==> src/rtl/prbs_checker_sat_counter.sv <==
// Saturating up-counter with a clear that wins over a same-cycle increment.
module sat_counter #(
   parameter int WIDTH = 32
) (
   input  logic             clk,
   input  logic             rst,
   input  logic             clr,
   input  logic             inc,
   output logic [WIDTH-1:0] count
);

   // Count up on inc, hold at all-ones, zero on reset or clear.
   always_ff @(posedge clk) begin
      if (rst) begin
         count <= '0;
      end else if (clr) begin
         count <= '0;
      end else if (inc && (count != '1)) begin
         count <= count + WIDTH'(1);
      end
   end

endmodule

==> config.mk <==
export PLATFORM = sky130hd
export DESIGN_NAME = sat_counter
export DESIGN_NICKNAME = d
export VERILOG_FILES = /design/src/rtl/prbs_checker_sat_counter.sv
export SDC_FILE = /design/constraint.sdc
export NUM_CORES = 1
export LEC_CHECK = 0
export CAP_MARGIN = 20
export CORE_MARGIN = 3
export CORE_UTILIZATION = 50
export CTS_CLUSTER_DIAMETER = 80
export DETAILED_ROUTE_END_ITERATION = 8
export GPL_TIMING_DRIVEN = 1
export MAX_ROUTING_LAYER = met4
export PLACE_DENSITY = 0.88
export SLEW_MARGIN = 20
export SYNTH_ARGS = -nofsm -noshare
export SYNTH_HDL_FRONTEND = slang
export SYNTH_SLANG_ARGS = --single-unit
==> constraint.sdc <==
create_clock -name clk -period 3.1 [get_ports clk]
set_clock_uncertainty 0.15 [all_clocks]
set_input_delay 0.775 -clock clk [delete_from_list [all_inputs] [get_ports clk]]
set_output_delay 0.775 -clock clk [all_outputs]
set_load 0.05 [all_outputs]
Word-level counts from Yosys, hierarchy flattened --
Cells that the tools add are included.
Storage, ports and cells: flip-flop bits (word level) 32, input bits 4, logic and storage cells 5
Operators by class: add/sub/neg operators 1, equal/unequal tests 1, reductions and logical operators 2
Operator list (number):
- 32-bit by 1-bit adder with 32-bit output (second input constant) | 1
- 32-bit != test (second input constant) | 1
- 2-bit OR reduction | 1
- 1-bit logical AND | 1

Logic depth before layout (Yosys ltp) --
Gate-level depths: netlist (run 1).
word-level depth 2, gate-level depth with buffers 8, depth with buffers taken out 6

Least setup slack after synthesis (run 1) --
Ideal clock, no wire load.
path kind register -> register, from register count[0], to register count[26], library setup time 70 ps, data arrival time 2444 ps, setup slack 436 ps, stages on the path, launching flop included 7, path buffers 0, path through dfxtp_1 > ha_1 > nand2_1 > or4_4 > or4_4 > or3_1 > a21oi_1
Between the ends: word-level cells in the longest chain between the ends 2
Ends and longest elaborated chain:
- start, declared | RTL line 9 | output logic [WIDTH-1:0] count
- start signal, assigned | RTL line 19 | count <= count + WIDTH'(1);
- parallel branches: the longest is 2 deep, another holds 32-bit by 1-bit adder with 32-bit output
Parallel ways; which one is timed is not known. A chain may end at the register's enable or synchronous reset.

Worst setup path in the final report (run 1) --
from register count[9], to output port count[9]
No word-level cell between the ends.

==> qor.csv, run 1 <==
metric,value,unit
first-pass GRT wire length,6782,um
DR pass1 iterations,4,
CTS H-tree depth,2,
CP Buf/Inv Count,1,
Post-synth EDFFs,0,
clock share of power,31.3,%
Slew @ Worst Pin,0.7018,ns
Initial Utilization,52.64,%
Sw Share,22.52,%
Via density,5.772,
Async SR Flop Fraction,0,%
outcome,completed,
reg2reg path depth,5,
crit-path leading delay family,buffers and inverters,
Ports,36,
Sw Pwr,144.6,uW
"non-filler cells, final",281,
setup ws final,0.4821,ns
CTS root buf,clkbuf_4,
Resize count post-CTS,0,
"Top FF cell, synth",dfxtp_1,
Hold Crit Depth,2,
syn nets,203,
placed inst area,2047,um2
DR vias,1622,
number of antenna-violating nets in the routed design,0,
setup_tns,0,ns
n_diodes,0,
CTS buffer count,5,
"most common cell after layout, fill and taps aside",clkdlybuf4s50_1,
Synth-to-Final Area Change,29.11,%
R2R setup slack,0.59,ns
clock-pin slew on the worst setup and hold paths,0.08,ns
Synth cell types,37,
vias in the first global route,1494,
"commonest cells after routing, fill and taps aside","clkdlybuf4s50_1 (35), dfxtp_1 (32), nand2_1 (18), nor2_1 (16)",
syn_area_per_cell,8.183,um2
I/O Buffers,35,
Core ar.,3078,um2
CTS Hold Bufs,0,
worst vdd ir,0.2716,mV
Fin. Hold Viols,0,
final setup fails,0,
Worst Setup Start Kind,flip-flop,
Worst-Skew Late Latency,0.33,ns
Max stage delay on crit path,0.86,ns
CP max-delay cell,clkdlybuf4s50_1,
clock buffer depth,2,
sequential share of power,64.3,%
Post-CTS Setup Inserts,0,
hold_sp,count[27],
overall power,642.1,uW
area of the die,3960,um2
WL/cell,13.82,um
RSZ-0062 raised after global routing,no,
Slew Limit Fails,0,
Fmax,382.0,MHz
FF-to-FF End,count[31],
Setup crit end kind,output port,
Rows,20,
final net count,244,
Place WS,0.1348,ns
minimum clock period,2.618,ns
DIE HEIGHT,62.93,um
hold endpoint,count[27],
hold slack,0.3590,ns
max-capacitance violation count,0,
remaining routing DRC violations,0,
HP Class,reg2reg,
critical path class,reg2out,
synth warn,0,
total leakage power,0.6392,nW
routability-driven placement congestion ratio,0.9186,
Final Instance Area,2092,um2
combinational share of power,4.5,%
Routed WL,3883,um
crit path DAT,1.69,ns
Critical R2R Launch,count[9],
Worst Path Required,2.17,ns
layout cells sized above 1,8.439,%
largest net degree at the start of global routing,18,
Num Clock Sinks,32,
internal power,497.5,uW
"flops & latches, synth",32,
Post-Synthesis Cells,198,
Final period util,84.45,%
crit-path max FO,9,
Initial DRC Count,88,
Util after Layout,67.97,%
crit-path cells,clkdlybuf4s50_1,
power per cell area,306.9,nW/um2
Levels on crit path,1,
fill count,258,
placed cell count,276,
chip width,62.93,um
post-synthesis sequential area ratio,39.54,%
remaining global-route overflow,0,
max_slew headroom,53.14,%
antenna violations before repair,0,
CTS tree,yes,
Detail Placement HPWL,2784,um
gr usage total,21.84,%
Post-Syn Area,1620,um2
Top reg by flops,count,
biggest regs,count (32),
max FFs per register,32,
## synth_stat cells (2+ instances only)
cell / count / area [um2]
a211oi_1: 2 / 15.01
o211ai_1: 3 / 22.52
o21ai_0: 11 / 55.05
a41o_1: 3 / 30.03
o21ai_1: 5 / 25.02
clkbuf_1: 5 / 18.77
xnor2_1: 5 / 43.79
o311ai_0: 2 / 17.52
buf_2: 4 / 20.02
or4_1: 4 / 30.03
o31ai_1: 3 / 22.52
or3_1: 15 / 93.84
nand2_1: 18 / 67.56
a21oi_1: 15 / 75.07
inv_1: 4 / 15.01
nor3_1: 4 / 20.02
and3_1: 2 / 12.51
nand4_1: 9 / 56.30
nor2_1: 16 / 60.06
dfxtp_1: 32 / 640.6
xor2_1: 2 / 17.52
a31oi_1: 4 / 25.02
or4_4: 2 / 22.52
nand3_1: 12 / 60.06
nor4_1: 4 / 25.02
## per-layer routing
metal  part of all wire, %  GRT usage, %
met3                   4.8         7.554
met1                    48         27.29
met2                    45         32.81
met5                     0             -
met4                   1.2         7.163
## cells by family (layout without fill, tap and decap cells)
kind of cell / Yosys count / after routing / share of synthesized area, %
AOI/OAI and AO/OA: 54 / 54 / 21.39
xor gates and xnor gates: 7 / 7 / 3.784
adders and majority gates: 1 / 1 / 0.7721
buffers and inverters: 13 / 52 / 3.320
DFF: 32 / 32 / 39.54
and+or+nand+nor: 91 / 91 / 31.20
## area by class of cell
class | instances | area (um2) | share of cell area, %
Inverter | 4 | 15.01 | 0.7177
Tap cell | 44 | 55.05 | 2.632
Clock buffer | 5 | 37.54 | 1.794
Multi-Input combinational cell | 153 | 933.4 | 44.62
Sequential cell | 32 | 640.6 | 30.62
Timing Repair Buffer | 43 | 410.4 | 19.62
## power by group through the flow
stage               Sequential (mW)  Clock [mW]  Combinational (mW)
finish                        0.413       0.201              0.0286
global route                  0.413       0.229              0.0312
CTS                           0.413       0.207              0.0285
detailed placement            0.423           0              0.0283
global placement              0.423           0              0.0280
floorplan                     0.425           0              0.0120
## worst max path at each step
stage,slack [ns],to,startpoint
after global routing,0.40,count[9],count[9]
final,0.48,count[9],count[9]
after CTS,0.28,count[31],count[9]
after detailed placement,0.13,count[21],inc
after global placement,0.18,count[26],inc
after floorplan,0.44,count[26],count[0]
Power figures use the tool's default switching activity.
==> inputs of run 2 (changes only) <==
==> constraint.sdc (replaced) <==
create_clock -name clk -period 2.44 [get_ports clk]
set_clock_uncertainty 0.15 [all_clocks]
set_input_delay 0.61 -clock clk [delete_from_list [all_inputs] [get_ports clk]]
set_output_delay 0.61 -clock clk [all_outputs]
set_load 0.05 [all_outputs]
==> run 2 against run 1 <==
  * Cell area rose by 7.9%
  * Flip-flop and latch count unchanged
  * Register-to-register slack got worse by 0.46 ns
  * Clock power grew 57%
  * First-iteration DRC count increased by 35%
  * Critical path depth grew 1
  * Total power grew 37%
  * Count of clock-buffer cells in the layout rose by 1
  * Worst hold slack got worse by 0.015 ns
  * Setup slack got worse by 0.43 ns
  * Critical path type unchanged
  * Highest routed layer unchanged
==> qor.csv, run 2 (same netlist as run 1, synthesis figures left out) <==
metric,value,unit
CTS buffer count,5,
crit-path leading delay family,buffers and inverters,
biggest regs,count (32),
RSZ-0062 raised after global routing,no,
DR pass1 iterations,4,
worst vdd ir,0.3026,mV
max FFs per register,32,
overall power,876.7,uW
DR vias,1763,
outcome,completed,
vias in the first global route,1615,
max-capacitance violation count,0,
minimum clock period,2.388,ns
crit path DAT,1.63,ns
Sw Pwr,203.8,uW
Levels on crit path,2,
Detail Placement HPWL,3071,um
Sw Share,23.25,%
gr usage total,23.04,%
Max stage delay on crit path,0.81,ns
number of antenna-violating nets in the routed design,0,
Worst Setup Start Kind,flip-flop,
Ports,36,
Num Clock Sinks,32,
Rows,20,
Top reg by flops,count,
chip width,62.93,um
Setup crit end kind,output port,
"commonest cells after routing, fill and taps aside","clkdlybuf4s50_1 (34), dfxtp_2 (27), buf_4 (20), nand2_1 (18), nor2_1 (16)",
Worst-Skew Late Latency,0.33,ns
crit path capture,count[8],
n_diodes,0,
final net count,256,
Routed WL,4186,um
clock-pin slew on the worst setup and hold paths,0.09,ns
hold slack,0.3439,ns
first-pass GRT wire length,7265,um
routing usage on met1,28.65,%
met3 Usage GRT,4.676,%
Slew Limit Fails,0,
Critical R2R Launch,count[0],
combinational share of power,4.2,%
met2 Usage GRT,34.78,%
WL/cell,14.14,um
largest net degree at the start of global routing,20,
CTS H-tree depth,2,
max_slew headroom,65.67,%
Slew @ Worst Pin,0.5134,ns
I/O Buffers,35,
remaining global-route overflow,0,
CTS tree,yes,
routability-driven placement congestion ratio,0.9467,
"most common cell after layout, fill and taps aside",clkdlybuf4s50_1,
clock share of power,36.0,%
reg2reg path depth,6,
R2R setup slack,0.13,ns
total leakage power,0.7343,nW
remaining routing DRC violations,0,
Fmax,418.8,MHz
crit-path cells,buf_4 > clkdlybuf4s50_1,
layout cells sized above 1,26.19,%
Initial DRC Count,119,
Initial Utilization,52.64,%
critical path class,reg2out,
HP Class,reg2reg,
Via density,5.956,
power per cell area,388.4,nW/um2
crit path from,count[8],
Util after Layout,73.33,%
Final period util,97.86,%
CP Buf/Inv Count,2,
Core ar.,3078,um2
antenna violations before repair,0,
clock buffer depth,2,
DIE HEIGHT,62.93,um
final setup fails,0,
CP max-delay cell,clkdlybuf4s50_1,
sequential share of power,59.8,%
FF-to-FF End,count[26],
Worst Path Required,1.68,ns
crit-path max FO,9,
Fin. Hold Viols,0,
busiest grt layer,met2,
area of the die,3960,um2
Synth-to-Final Area Change,39.30,%
CTS root buf,clkbuf_4,
internal power,672.9,uW
## run 2: cell count changes in the layout (fill, tap and decap cells not counted), moves of 2 or more
cell | before | now
nor3_2 | 0 | 2
dfxtp_2 | 0 | 27
buf_4 | 8 | 20
nor3_1 | 4 | 2
dfxtp_1 | 32 | 5
clkinv_2 | 0 | 2
## run 2: layout make-up
class | instances | area, um2
Clock inverter | 2 | 10.01
Clock buffer | 6 | 51.30
Timing Repair Buffer | 55 | 503.0
Tap cell | 44 | 55.05
Fill cell | 246 | 820.8
Inverter | 4 | 15.01
Sequential cell | 32 | 674.4
Multi-Input combinational cell | 153 | 948.4
## run 2: repair_timing
item                                   4_1_cts  5_1_grt
endpoints found under the hold margin        0        0
buffers inserted                             0        0
hold buffers                                 0        0
setup endpoints to repair                    0        5
gates resized for setup                      0        7
## run 2: stage by stage
stage               cell area (um2)  instances    TNS, ns  worst slack, ns
floorplan                      1654        198  -0.002479        -0.002479
global placement               2171        288     -1.959          -0.2775
detailed placement             2171        288     -2.622          -0.3297
CTS                            2232        296          0          0.01768
global route                   2257        296          0         0.005030
finish                         2257        296          0          0.05215
## run 2: how the worst min path moves through the flow
stage	from	end	slack (ns)	depth (start not counted)
after floorplan	count[1]	count[1]	0.44	2
after global placement	count[7]	count[7]	0.32	1
after detailed placement	count[7]	count[7]	0.33	1
after CTS	count[7]	count[7]	0.34	1
after global routing	count[7]	count[7]	0.35	1
final	count[7]	count[7]	0.34	1
## run 2: power groups by stage
stage / clock, mW / sequential (mW) / combinational [mW]
after global routing: 0.349 / 0.525 / 0.0399
after floorplan: 0 / 0.540 / 0.0152
after global placement: 0 / 0.537 / 0.0355
after detailed placement: 0 / 0.537 / 0.0362
final: 0.315 / 0.524 / 0.0368
after CTS: 0.324 / 0.524 / 0.0363
## run 2: layer usage
layer	vias up	wire (um)
met4	0	114
met2	59	1980
met1	829	1851
met5	-	0
li1	861	-
met3	14	239
## run 2: worst reg2reg max path, cell delays in order (launching register included)
cell and delay (ns):
dfxtp_2 0.38, ha_1 0.23, nand2_1 0.10, or4_4 0.49, or4_4 0.44, or3_4 0.34
a21oi_2 0.13
==> inputs of run 3 (changes only) <==
--- a/config.mk
+++ b/config.mk
@@ -9,6 +9,7 @@
 export CORE_MARGIN = 3
 export CORE_UTILIZATION = 50
 export CTS_CLUSTER_DIAMETER = 80
+export CTS_CLUSTER_SIZE = 30
 export DETAILED_ROUTE_END_ITERATION = 8
 export GPL_TIMING_DRIVEN = 1
 export MAX_ROUTING_LAYER = met4
==> results of run 3 <==
The final DEF is identical to that of run 2; final timing and power are the same.
